--- src/rtl/alu_opnd_stage.sv ---
// ---------------------------------------------------------------------------
// alu_opnd_stage
//
// Purpose:
//   Registered ALU operand select between decode/regfile read and EX.
//   - Picks the ALU source pair from one of five modes.
//   - Resolves rs1/rs2 by priority forwarding from FWD_N in-flight producers.
//     Entry 0 is the youngest producer and wins over older entries.
//   - Stalls while a selected producer result is still busy (load-use).
//   - Holds the result in a one-entry valid/ready register with flush.
//   - Keeps a saturating count of hazard-stall cycles.
//
// Ports:
//   clk, rst_n              clock, synchronous active-low reset
//   in_valid / in_ready     decode handshake (in_ready is combinational)
//   src_sel[2:0]            0 REG, 1 IMM, 2 FOUR_PC, 3 PC_IMM, 4 ZERO_IMM;
//                           5-7 behave as REG
//   rs1_addr, rs2_addr      source register indices
//   reg1_rdata, reg2_rdata  regfile read data
//   imm, curr_pc            immediate and instruction pc
//   fwd_valid/busy[FWD_N]   producer holds a write / result not yet ready
//   fwd_addr, fwd_data      packed producer dest/result, entry i at [i*W +: W]
//   flush                   kill held entry and block capture
//   out_valid / out_ready   EX handshake
//   alu_src1, alu_src2      registered ALU operands
//   store_data              registered forwarded rs2 value
//   stall_cnt               saturating hazard-stall cycle count
// ---------------------------------------------------------------------------
module alu_opnd_stage #(
    parameter int DATA_W  = 32,
    parameter int FWD_N   = 2,
    parameter int RADDR_W = 5,
    parameter int CNT_W   = 16
) (
    input  logic                       clk,
    input  logic                       rst_n,
    input  logic                       in_valid,
    output logic                       in_ready,
    input  logic [2:0]                 src_sel,
    input  logic [RADDR_W-1:0]         rs1_addr,
    input  logic [RADDR_W-1:0]         rs2_addr,
    input  logic [DATA_W-1:0]          reg1_rdata,
    input  logic [DATA_W-1:0]          reg2_rdata,
    input  logic [DATA_W-1:0]          imm,
    input  logic [DATA_W-1:0]          curr_pc,
    input  logic [FWD_N-1:0]           fwd_valid,
    input  logic [FWD_N-1:0]           fwd_busy,
    input  logic [FWD_N*RADDR_W-1:0]   fwd_addr,
    input  logic [FWD_N*DATA_W-1:0]    fwd_data,
    input  logic                       flush,
    output logic                       out_valid,
    input  logic                       out_ready,
    output logic [DATA_W-1:0]          alu_src1,
    output logic [DATA_W-1:0]          alu_src2,
    output logic [DATA_W-1:0]          store_data,
    output logic [CNT_W-1:0]           stall_cnt
);

    localparam logic [2:0] SEL_REG      = 3'd0;
    localparam logic [2:0] SEL_IMM      = 3'd1;
    localparam logic [2:0] SEL_FOUR_PC  = 3'd2;
    localparam logic [2:0] SEL_PC_IMM   = 3'd3;
    localparam logic [2:0] SEL_ZERO_IMM = 3'd4;

    // Saturating increment: sticks at all-ones, never wraps.
    function automatic logic [CNT_W-1:0] sat_inc(input logic [CNT_W-1:0] v);
        return (&v) ? v : v + CNT_W'(1);
    endfunction

    logic [DATA_W-1:0] w_op1_p0;
    logic [DATA_W-1:0] w_op2_p0;
    logic              w_busy1_p0;
    logic              w_busy2_p0;
    logic [DATA_W-1:0] w_src1_p0;
    logic [DATA_W-1:0] w_src2_p0;
    logic              w_uses_rs_p0;
    logic              w_hazard_p0;
    logic              w_capture_p0;

    logic              r_vld_p1;
    logic [DATA_W-1:0] r_src1_p1;
    logic [DATA_W-1:0] r_src2_p1;
    logic [DATA_W-1:0] r_store_p1;
    logic [CNT_W-1:0]  r_stall_cnt;

    // ---- stage p0: forwarding, mode select, hazard detect ----
    // Walk from oldest to youngest so the lowest matching index is written
    // last and wins. Register 0 never matches.
    always_comb begin
        w_op1_p0   = reg1_rdata;
        w_op2_p0   = reg2_rdata;
        w_busy1_p0 = 1'b0;
        w_busy2_p0 = 1'b0;
        for (int i = FWD_N - 1; i >= 0; i--) begin
            if (fwd_valid[i] && (fwd_addr[i*RADDR_W +: RADDR_W] == rs1_addr) &&
                (rs1_addr != '0)) begin
                w_op1_p0   = fwd_data[i*DATA_W +: DATA_W];
                w_busy1_p0 = fwd_busy[i];
            end
            if (fwd_valid[i] && (fwd_addr[i*RADDR_W +: RADDR_W] == rs2_addr) &&
                (rs2_addr != '0)) begin
                w_op2_p0   = fwd_data[i*DATA_W +: DATA_W];
                w_busy2_p0 = fwd_busy[i];
            end
        end
    end

    always_comb begin
        w_src1_p0 = w_op1_p0;
        w_src2_p0 = w_op2_p0;
        case (src_sel)
            SEL_IMM: begin
                w_src1_p0 = w_op1_p0;
                w_src2_p0 = imm;
            end
            SEL_FOUR_PC: begin
                w_src1_p0 = DATA_W'(4);
                w_src2_p0 = curr_pc;
            end
            SEL_PC_IMM: begin
                w_src1_p0 = curr_pc;
                w_src2_p0 = imm;
            end
            SEL_ZERO_IMM: begin
                w_src1_p0 = '0;
                w_src2_p0 = imm;
            end
            default: begin
                w_src1_p0 = w_op1_p0;
                w_src2_p0 = w_op2_p0;
            end
        endcase
    end

    // Registers are treated as read in REG and IMM (IMM may be a store that
    // needs rs2). Reserved encodings act as REG, so they count as reading
    // registers too.
    assign w_uses_rs_p0 = (src_sel != SEL_FOUR_PC) && (src_sel != SEL_PC_IMM) &&
                          (src_sel != SEL_ZERO_IMM);
    assign w_hazard_p0  = in_valid && w_uses_rs_p0 && (w_busy1_p0 || w_busy2_p0);

    assign in_ready     = rst_n && !flush && !w_hazard_p0 && (!r_vld_p1 || out_ready);
    assign w_capture_p0 = in_valid && in_ready;

    // ---- stage p1: output register ----
    always_ff @(posedge clk) begin
        if (!rst_n) begin
            r_vld_p1    <= 1'b0;
            r_src1_p1   <= '0;
            r_src2_p1   <= '0;
            r_store_p1  <= '0;
            r_stall_cnt <= '0;
        end else begin
            if (flush) begin
                r_vld_p1 <= 1'b0;
            end else if (w_capture_p0) begin
                r_vld_p1   <= 1'b1;
                r_src1_p1  <= w_src1_p0;
                r_src2_p1  <= w_src2_p0;
                r_store_p1 <= w_op2_p0;
            end else if (out_ready) begin
                r_vld_p1 <= 1'b0;
            end

            if (w_hazard_p0 && !flush) begin
                r_stall_cnt <= sat_inc(r_stall_cnt);
            end
        end
    end

    assign out_valid  = r_vld_p1;
    assign alu_src1   = r_src1_p1;
    assign alu_src2   = r_src2_p1;
    assign store_data = r_store_p1;
    assign stall_cnt  = r_stall_cnt;

endmodule
--- config.mk ---
export PLATFORM = sky130hd
export DESIGN_NAME = alu_opnd_stage
export DESIGN_NICKNAME = d
export VERILOG_FILES = /design/src/rtl/alu_opnd_stage.sv
export SDC_FILE = /design/constraint.sdc
export NUM_CORES = 1
export LEC_CHECK = 0
export ABC_AREA = 1
export CAP_MARGIN = 20
export CORE_MARGIN = 10
export CORE_UTILIZATION = 63
export DETAILED_ROUTE_END_ITERATION = 6
export DONT_BUFFER_PORTS = 1
export PLACE_DENSITY = 0.89
export SLEW_MARGIN = 30
export SYNTH_ARGS = -nofsm -noshare
export SYNTH_HDL_FRONTEND = slang
export SYNTH_SLANG_ARGS = --single-unit
--- constraint.sdc ---
create_clock -name clk -period 4.5 [get_ports clk]
set_input_delay 0.675 -clock clk [delete_from_list [all_inputs] [get_ports clk]]
set_output_delay 0.675 -clock clk [all_outputs]
set_load 0.01 [all_outputs]
Yosys cells after proc, flatten, opt, wreduce, memory -nomap -nowiden. Cells that the tools add are included.

Word-level logic and storage cells: 62. Flip-flop bits (word level): 113.

Bitwise operators: 3. Muxes and demuxes: 12. Add/subtract/negate cells: 1. Eq/ne operators: 11. Reductions and logical operators: 30.

Operator list (number): $mux W32 (4); $pmux W32 S3 (1); $pmux W32 S2 (1); $eq A5 B5 Y1 (4); $logic_and A1 B1 Y1 (17); $add A16 B1 Y16 const B (1); $reduce_and A16 Y1 (1); $reduce_bool A5 Y1 (2); $eq A3 B2 Y1 const B (2); $mux W1 (6); $ne A3 B2 Y1 const B (2); $reduce_and A2 Y1 (2); $eq A3 B1 Y1 const B (1); $eq A3 B3 Y1 const B (1); $logic_not A1 Y1 (3); $ne A3 B3 Y1 const B (1); $not A1 Y1 (3); $reduce_or A3 Y1 (1); $logic_or A1 B1 Y1 (2); $reduce_bool A2 Y1 (1); $reduce_or A2 Y1 (1).

Logic depth before layout (Yosys ltp). Gate-level depths: netlist of the first run.

Depth after elaboration: 12. Gate-level depth with buffers: 18. Gate-level depth less buffers: 16.

Worst setup path after synthesis of the first run. Ideal clock, no wire load.

Kind: in2out. Start point: input rs1_addr[0]. End point: output in_ready. Slack: 2017 ps. Stages: 11. Data required time: 3825 ps. Data arrival time: 1808 ps. Cells stage by stage: inv_1 nor2_1 nor2_1 nand2_1 nor2_2 nand2_1 nand2_1 nand2_1 a21oi_2 buf_2 nor3_1.

Longest elaborated chain between the ends: 10. Elaborated cells between the ends (all ways): 14. Classes of those cells: eq/ne: 2; mux: 2; reduce/logical: 10.

Ends and longest elaborated chain: from (decl) (line 40) `input logic [RADDR_W-1:0] rs1_addr,`; $eq A5 B5 Y1 (line 95) `if (fwd_valid[i] && (fwd_addr[i*RADDR_W +: RADDR_W] == rs1_addr) &&`; $logic_and A1 B1 Y1 (2 in series) (line 95); $mux W1 (line 95); $mux W1 * (line 95); $logic_or A1 B1 Y1 * (line 140) `assign w_hazard_p0 = in_valid && w_uses_rs_p0 && (w_busy1_p0 || w_busy2_p0);`; $logic_and A1 B1 Y1 * (line 140); $logic_not A1 Y1 * (line 142) `assign in_ready = rst_n && !flush && !w_hazard_p0 && (!r_vld_p1 || out_ready);`; $logic_and A1 B1 Y1 * (2 in series) (line 142); to (decl) (line 38) `output logic in_ready,`.

Mark *: on every way between the ends. The rest lies on a longest branch, timed or not.

Worst setup path in the final report of the first run.
Start point: register r_stall_cnt[0] (netlist: stall_cnt[0]). End point: register r_stall_cnt[14] (netlist: stall_cnt[14]).

Longest elaborated chain between the ends: 3. Elaborated cells between the ends (all ways): 4. Classes of those cells: add/sub: 1; bitwise: 1; reduce/logical: 2.

Ends and longest elaborated chain: from (decl) (line 84) `logic [CNT_W-1:0] r_stall_cnt;`; from (signal assigned) (line 166) `r_stall_cnt <= sat_inc(r_stall_cnt);`; branches (longest 3 deep; another with $add A16 B1 Y16).

Several ways; the timed one is not identified. A chain may end at the register's enable or synchronous reset.

==> summary.md, run 1 <==
| Metric | Value |
|---|---|
| Final Instance Count excl. Fillers | `about 1,500` |
| CORE AREA | `12,060 um2` |
| Final wirelength | `29,720 um` |
| Slew @ Worst Pin | `~0.74 ns` |
| CP Cell Sequence | `ha_1, nand2_1, nor3_2, nand2_1, nor3_1, nand4_1, nand4_2, nand2_1, a21oi_1` |
| Die Y | `131.1 um` |
| Vias/cell | `5.662` |
| Synth cell types | `28` |
| Buffers and inverters on the worst path | `0` |
| Max stage delay on crit path | `0.59 ns` |
| Share of layout cells above drive strength 1 | `4.449%` |
| CTS tree | `yes` |
| Xor/xnor share of the synthesized area | `1.576%` |
| Placement Setup Slack | `roughly 1.5 ns` |
| Mapped Area | `7779 um2` |
| Post-Synth Simple-Gate Area | `between 40% and 50%` |
| Pwr dens | `328.7 nW/um2` |
| Placed Cells | `1,511` |
| Sequential fraction of the synthesis area | `roughly 29%` |
| Synth top cells by count | `nand2_1, nor2_1, inv_1` |
| Mux contribution to synthesized area | `0%` |
| Adder-cell share of the synthesized area | `0.1608%` |
| Setup CP Type | `reg -> reg` |
| Worst path arrival time | `about 3.3 ns` |
| Worst setup margin | `1.587 ns` |
| Wire per inst | `19.30 um` |
| Crit share post-route | `64.72%` |
| Worst r2r dst | `stall_cnt[14]$_SDFFE_PN0P_` |
| Hold-fix buffers, CTS | `0` |
| Reg clk slew, reported paths | `0.05 ns` |
| Mapped Cells | `~1,400` |
| Fill cell count | `1,105` |
| Layout area overhead | `6.370%` |
| Final Hold Viols | `0` |
| Post-synthesis async set-or-reset flop share | `0%` |
| Initial Util | `64.49%` |
| GP Congestion | `between 0.9 and 1` |
| Global-route wire length before repair | `45,090 um` |
| Share of the synthesized area in the top cell type | `29.08%` |
| Post-Syn Nets | `1,634` |
| CTS Buffer Depth | `2` |
| Largest family of logic cells by synthesized area | `simple AND/OR/NAND/NOR gates` |
| Detailed placement HPWL | `approximately 23,000 um` |
| EDFF count, synth | `0` |
| Hold Path Origin | `rst_n` |
| Worst hold slack | `0.3780 ns` |
| Max cap viols | `0` |
| Most area-hungry cell type in the Yosys netlist | `dfxtp_1` |
| Die area | `approximately 17,000 um2` |
| Peak supply drop | `233.0 uV` |
| Slew Viols, Final | `0` |
| Hold path cells | `2` |
| GRT Util Overall | `32.53%` |
| Clk_skew | `0.008153 ns` |
| Setup Buffers After CTS | `0` |
| Largest net degree at the start of global routing | `101` |
| DR DRC count | `0` |
| CTS sink count | `~110` |
| Die width | `~130 um` |
| R2R depth | `9` |
| Min Tclk post-route | `2.913 ns` |
| Drt pass-1 iters | `6` |
| Nets | `1,587` |
| Total CTS buffers | `17` |
| Clock latency on the worst-skew pair | `0.42 ns` |
| WHS Endpoint | `store_data[15]$_SDFFE_PN0P_` |
| Compound-gate portion of the synthesized area | `11.79%` |
| Slowest cell on crit path | `nand4_2` |
| Fin Setup TNS | `0 ns` |
| Worst slew margin | `50.49%` |
| Hold Path Class | `in -> reg` |
| I/O Buffers | `0` |
| Grt total ovfl | `0` |
| Row cnt | `40` |
| Status | `completed` |
| Root buf cell | `clkbuf_16` |
| Total power | `2.719 mW` |
| Worst reg2reg setup slack | `1.59 ns` |
| RSZ-0062 raised after global routing | `false` |
| Endpoints failing setup | `0` |
| Mean cell area of the mapped netlist | `between 5 and 6 um2` |
| Delay-heaviest family, CP | `simple AND/OR/NAND/NOR gates` |
| Ranking of synthesized cells by area | `dfxtp_1, nand2_1, nor2_1, inv_1, a21oi_1` |
| # IOs | `approximately 340` |
| CP max FO | `19` |
| Leak pwr | `4.536 nW` |
| Critical Path Sink Type | `register` |
| Vias in the first global route | `slightly above 8,000` |
| Via count | `slightly below 9,000` |
| Routed Antenna Nets | `0` |
| Most used DFF post-synth | `dfxtp_1` |
| Most frequent cell after synthesis | `nand2_1` |
| CP Launch Type | `register` |
| H-tree levels | `4` |
| Number of synthesized register bits | `113` |
| Initial antenna violation count | `1` |
| Worst r2r src | `stall_cnt[0]$_SDFFE_PN0P_` |
| Crit path required time | `4.84 ns` |
| Crit-path most repeated cell | `nand2_1` |
| Synthesis warning total | `0` |
| PostCTS Resize Cnt | `0` |
| Maximum clock frequency | `between 300 and 400 MHz` |
| Initial drt markers | `slightly above 1,000` |
==> report_power, final <==
| group | switching, mW | internal (mW) |
|---|---|---|
| combinational | 0.240 | 0.126 |
| clock | 0.452 | 0.782 |
| sequential | 0.0695 | 1.05 |
==> area by class of cell <==
type | count | area [um2] | area share, %
Tap cell | 168 | 210.2 | 2.540
Sequential cell | 113 | 2262 | 27.34
Timing Repair Buffer | 12 | 102.6 | 1.240
Multi-Input combinational cell | 1011 | 4387 | 53.02
Clock buffer | 21 | 470.5 | 5.686
Clock inverter | 7 | 62.56 | 0.7561
Inverter | 207 | 777.0 | 9.391
Antenna cell | 1 | 2.502 | 0.03024
==> how the worst max path moves through the flow <==
stage	slack [ns]	cells after the start	end	startpoint
5_1_grt	1.35	10	stall_cnt[5]$_SDFFE_PN0P_	stall_cnt[0]$_SDFFE_PN0P_
3_3_place_gp	1.50	14	alu_src2[21]$_SDFFE_PN0P_	rs2_addr[3]
4_1_cts	1.69	9	stall_cnt[14]$_SDFFE_PN0P_	stall_cnt[0]$_SDFFE_PN0P_
2_1_floorplan	2.02	11	in_ready	rs1_addr[0]
6_report	1.59	9	stall_cnt[14]$_SDFFE_PN0P_	stall_cnt[0]$_SDFFE_PN0P_
3_5_place_dp	1.46	17	store_data[18]$_SDFFE_PN0P_	rs2_addr[3]
==> cells in the final DEF (no fill, tap or decap), types with 4 or more instances in the layout <==
cell type	count
xor2_1	10
nor3_1	8
dfxtp_1	113
nand4_1	15
xnor2_1	4
o21ai_0	33
buf_4	11
inv_2	10
nor2_1	256
a21oi_1	49
clkbuf_16	17
nand3_1	42
nand2_1	513
inv_1	197
a22oi_1	32
o211ai_1	32
clkinv_2	5
==> per-stage QoR <==
step,cell area [um2],util [%]
3_3_place_gp,7739,64.16
4_1_cts,8272,68.58
6_report,8274,68.60
5_1_grt,8274,68.60
2_1_floorplan,7779,-
3_5_place_dp,7739,64.16
==> flip-flops by register name, summed over array words and instances (netlist names) <==
register / cells
alu_src1: 32
alu_src2: 32
store_data: 32
stall_cnt: 16
out_valid: 1
==> cell families after synthesis <==
group | after synthesis
AO/OA/AOI/OAI | 150
XOR/XNOR | 14
adder cells (fa/ha/maj) | 1
buffers and inverters | 285
flip-flops | 113
AND/OR/NAND/NOR | 846
==> per-layer routing <==
metal | up-vias | global-route usage (%) | wire length, um
met5 | - | 0 | 0
met4 | 0 | 18.44 | 1590
met3 | 96 | 12.77 | 3865
met2 | 569 | 57.19 | 14680
met1 | 3868 | 31.94 | 9585
li1 | 4187 | - | -
No activity file was read; power rests on OpenSTA's default activity.
==> run 2, diff against run 1 <==
Clock period 4.5 ns to 2.8 ns, I/O delays scaled along.
==> run 2 against run 1 <==
Clock power rose by 78%. Critical path depth did not move. Largest power group unchanged. Routed wire length increased by 0.18%. Critical path type unchanged. Register-to-register slack lost 1.1 ns. Total power grew 68%. Fmax increased by 28%. Clock skew shrank 0.0031 ns. Die area unchanged. Final area rose by 1.5%.
==> summary.md, run 2 (synthesis gave the netlist of run 1 again) <==
| Metric | Value |
|---|---|
| CP Launch Type | `register` |
| Maximum clock frequency | `around 440 MHz` |
| Hold Path Class | `in -> reg` |
| Slew Viols, Final | `0` |
| Pwr dens | `about 550 nW/um2` |
| GP Congestion | `0.9243` |
| Die Y | `between 100 and 150 um` |
| CTS tree | `yes` |
| Critical Path Sink Type | `register` |
| Endpoints failing setup | `0` |
| Placed Cells | `1,516` |
| Seq. cell area | `2262 um2` |
| Initial antenna violation count | `0` |
| Worst hold slack | `0.1298 ns` |
| CORE AREA | `12,060 um2` |
| Drt pass-1 iters | `5` |
| Final Instance Area | `8398 um2` |
| Peak supply drop | `337.5 uV` |
| Max stage delay on crit path | `about 0.45 ns` |
| Total CTS buffers | `17` |
| # IOs | `approximately 340` |
| Die width | `131.1 um` |
| Crit share post-route | `between 80% and 90%` |
| Row cnt | `40` |
| Final wirelength | `29,770 um` |
| Share of layout cells above drive strength 1 | `4.710%` |
| Placement Setup Slack | `0.2060 ns` |
| Fill cell count | `1,102` |
| Total power | `between 4 and 5 mW` |
| Worst path arrival time | `between 2 and 3 ns` |
| CP Cell Sequence | `ha_1, nand2_1, nor3_2, nand2_1, nor3_1, nand4_1, nand4_2, nand2_1, a21oi_1` |
| Final core utilization | `69.63%` |
| Slew @ Worst Pin | `0.7567 ns` |
| N_diodes | `0` |
| Vias in the first global route | `around 8,100` |
| Die area | `17,190 um2` |
| GRT Util Overall | `between 30 and 40%` |
| Largest net degree at the start of global routing | `101` |
| CTS sink count | `113` |
| Vias/cell | `5.551` |
| Initial Util | `between 60% and 70%` |
| Layout area overhead | `7.962%` |
| PostCTS Resize Cnt | `0` |
| Most frequent cells in the layout | `nand2_1, nor2_1, inv_1` |
| Routed Antenna Nets | `0` |
| Reg clk slew, reported paths | `0.05 ns` |
| Final Instance Count excl. Fillers | `1,548` |
| Grt total ovfl | `0` |
| Area of the multi-input gates | `4387 um2` |
| Crit path required time | `3.13 ns` |
| Wire per inst | `19.23 um` |
| Hold-fix buffers, CTS | `0` |
| RSZ-0062 raised after global routing | `false` |
| Min Tclk post-route | `2.279 ns` |
| Root buf cell | `clkbuf_16` |
| Via count | `8,593` |
| Detailed placement HPWL | `22,800 um` |
| Global-route wire length before repair | `45,480 um` |
| Commonest non-fill, non-tap cell in the layout | `nand2_1` |
| Setup Buffers After CTS | `0` |
| Leak pwr | `~4.6 nW` |
| Fin Setup TNS | `0 ns` |
| Nets | `about 1,600` |
| Clk_skew | `0.005016 ns` |
| Area after DPL | `7801 um2` |
| Status | `completed` |
| Worst setup margin | `0.5214 ns` |
| Initial drt markers | `approximately 900` |
| H-tree levels | `4` |
| I/O Buffers | `0` |
| Max cap viols | `0` |
| DR DRC count | `0` |
| Slowest cell on crit path | `dfxtp_1` |
| Crit-path most repeated cell | `nand2_1` |
| CTS Buffer Depth | `2` |
| Worst slew margin | `49.50%` |
| Setup CP Type | `reg -> reg` |
| Clock latency on the worst-skew pair | `0.41 ns` |
| Final Hold Viols | `0` |
| CP max FO | `19` |
-- run 2: changes by cell type in the layout (fill, tap and decap cells not counted) --
| cell | before | now |
|---|---|---|
| clkbuf_8 | 3 | 6 |
| bufinv_16 | 1 | 2 |
| buf_12 | 1 | 3 |
| clkbuf_1 | 1 | 5 |
| clkinvlp_4 | 1 | 0 |
| inv_2 | 10 | 9 |
| buf_4 | 11 | 14 |
| clkinv_2 | 5 | 2 |
| inv_1 | 197 | 198 |
| diode_2 | 1 | 0 |
-- run 2: final timing paths --
kind / start / to / slack [ns] / cells past startpoint
hold reg to reg: alu_src2[14]$_SDFFE_PN0P_ / alu_src2[14]$_SDFFE_PN0P_ / 0.56 / 4
setup / recovery: stall_cnt[0]$_SDFFE_PN0P_ / stall_cnt[7]$_SDFFE_PN0P_ / 0.52 / 9
setup reg to reg: stall_cnt[0]$_SDFFE_PN0P_ / stall_cnt[7]$_SDFFE_PN0P_ / 0.52 / 9
hold / removal: rst_n / store_data[18]$_SDFFE_PN0P_ / 0.13 / 2
-- run 2: per-layer routing --
| metal | share of wire, % | vias up | global-route usage (%) |
|---|---|---|---|
| met5 | 0 | - | 0 |
| met1 | 32 | 3761 | 32.12 |
| met4 | 4.7 | 0 | 16.06 |
| met3 | 13 | 100 | 13.68 |
| met2 | 50 | 536 | 58.42 |
| li1 | - | 4196 | - |
-- run 2: final cells by class --
cell class                      count  area share, %
Clock buffer                       28          6.272
Clock inverter                      4         0.8343
Inverter                          207          9.252
Multi-Input combinational cell   1011          52.23
Sequential cell                   113          26.94
Tap cell                          168          2.503
Timing Repair Buffer               17          1.967
-- run 2: report_power, final --
| group | leakage, nW | internal [mW] | switching [mW] |
|---|---|---|---|
| sequential | 0.922 | 1.69 | 0.116 |
| clock | 0.295 | 1.45 | 0.736 |
| combinational | 3.38 | 0.207 | 0.383 |
-- run 2: critical path, delay by kind of cell, from the launching register on --
kind / cells / cell delay [ns]
AOI/OAI and AO/OA: 1 / 0.17
DFF: 1 / 0.45
adders and majority gates: 1 / 0.29
and+or+nand+nor: 7 / 1.29
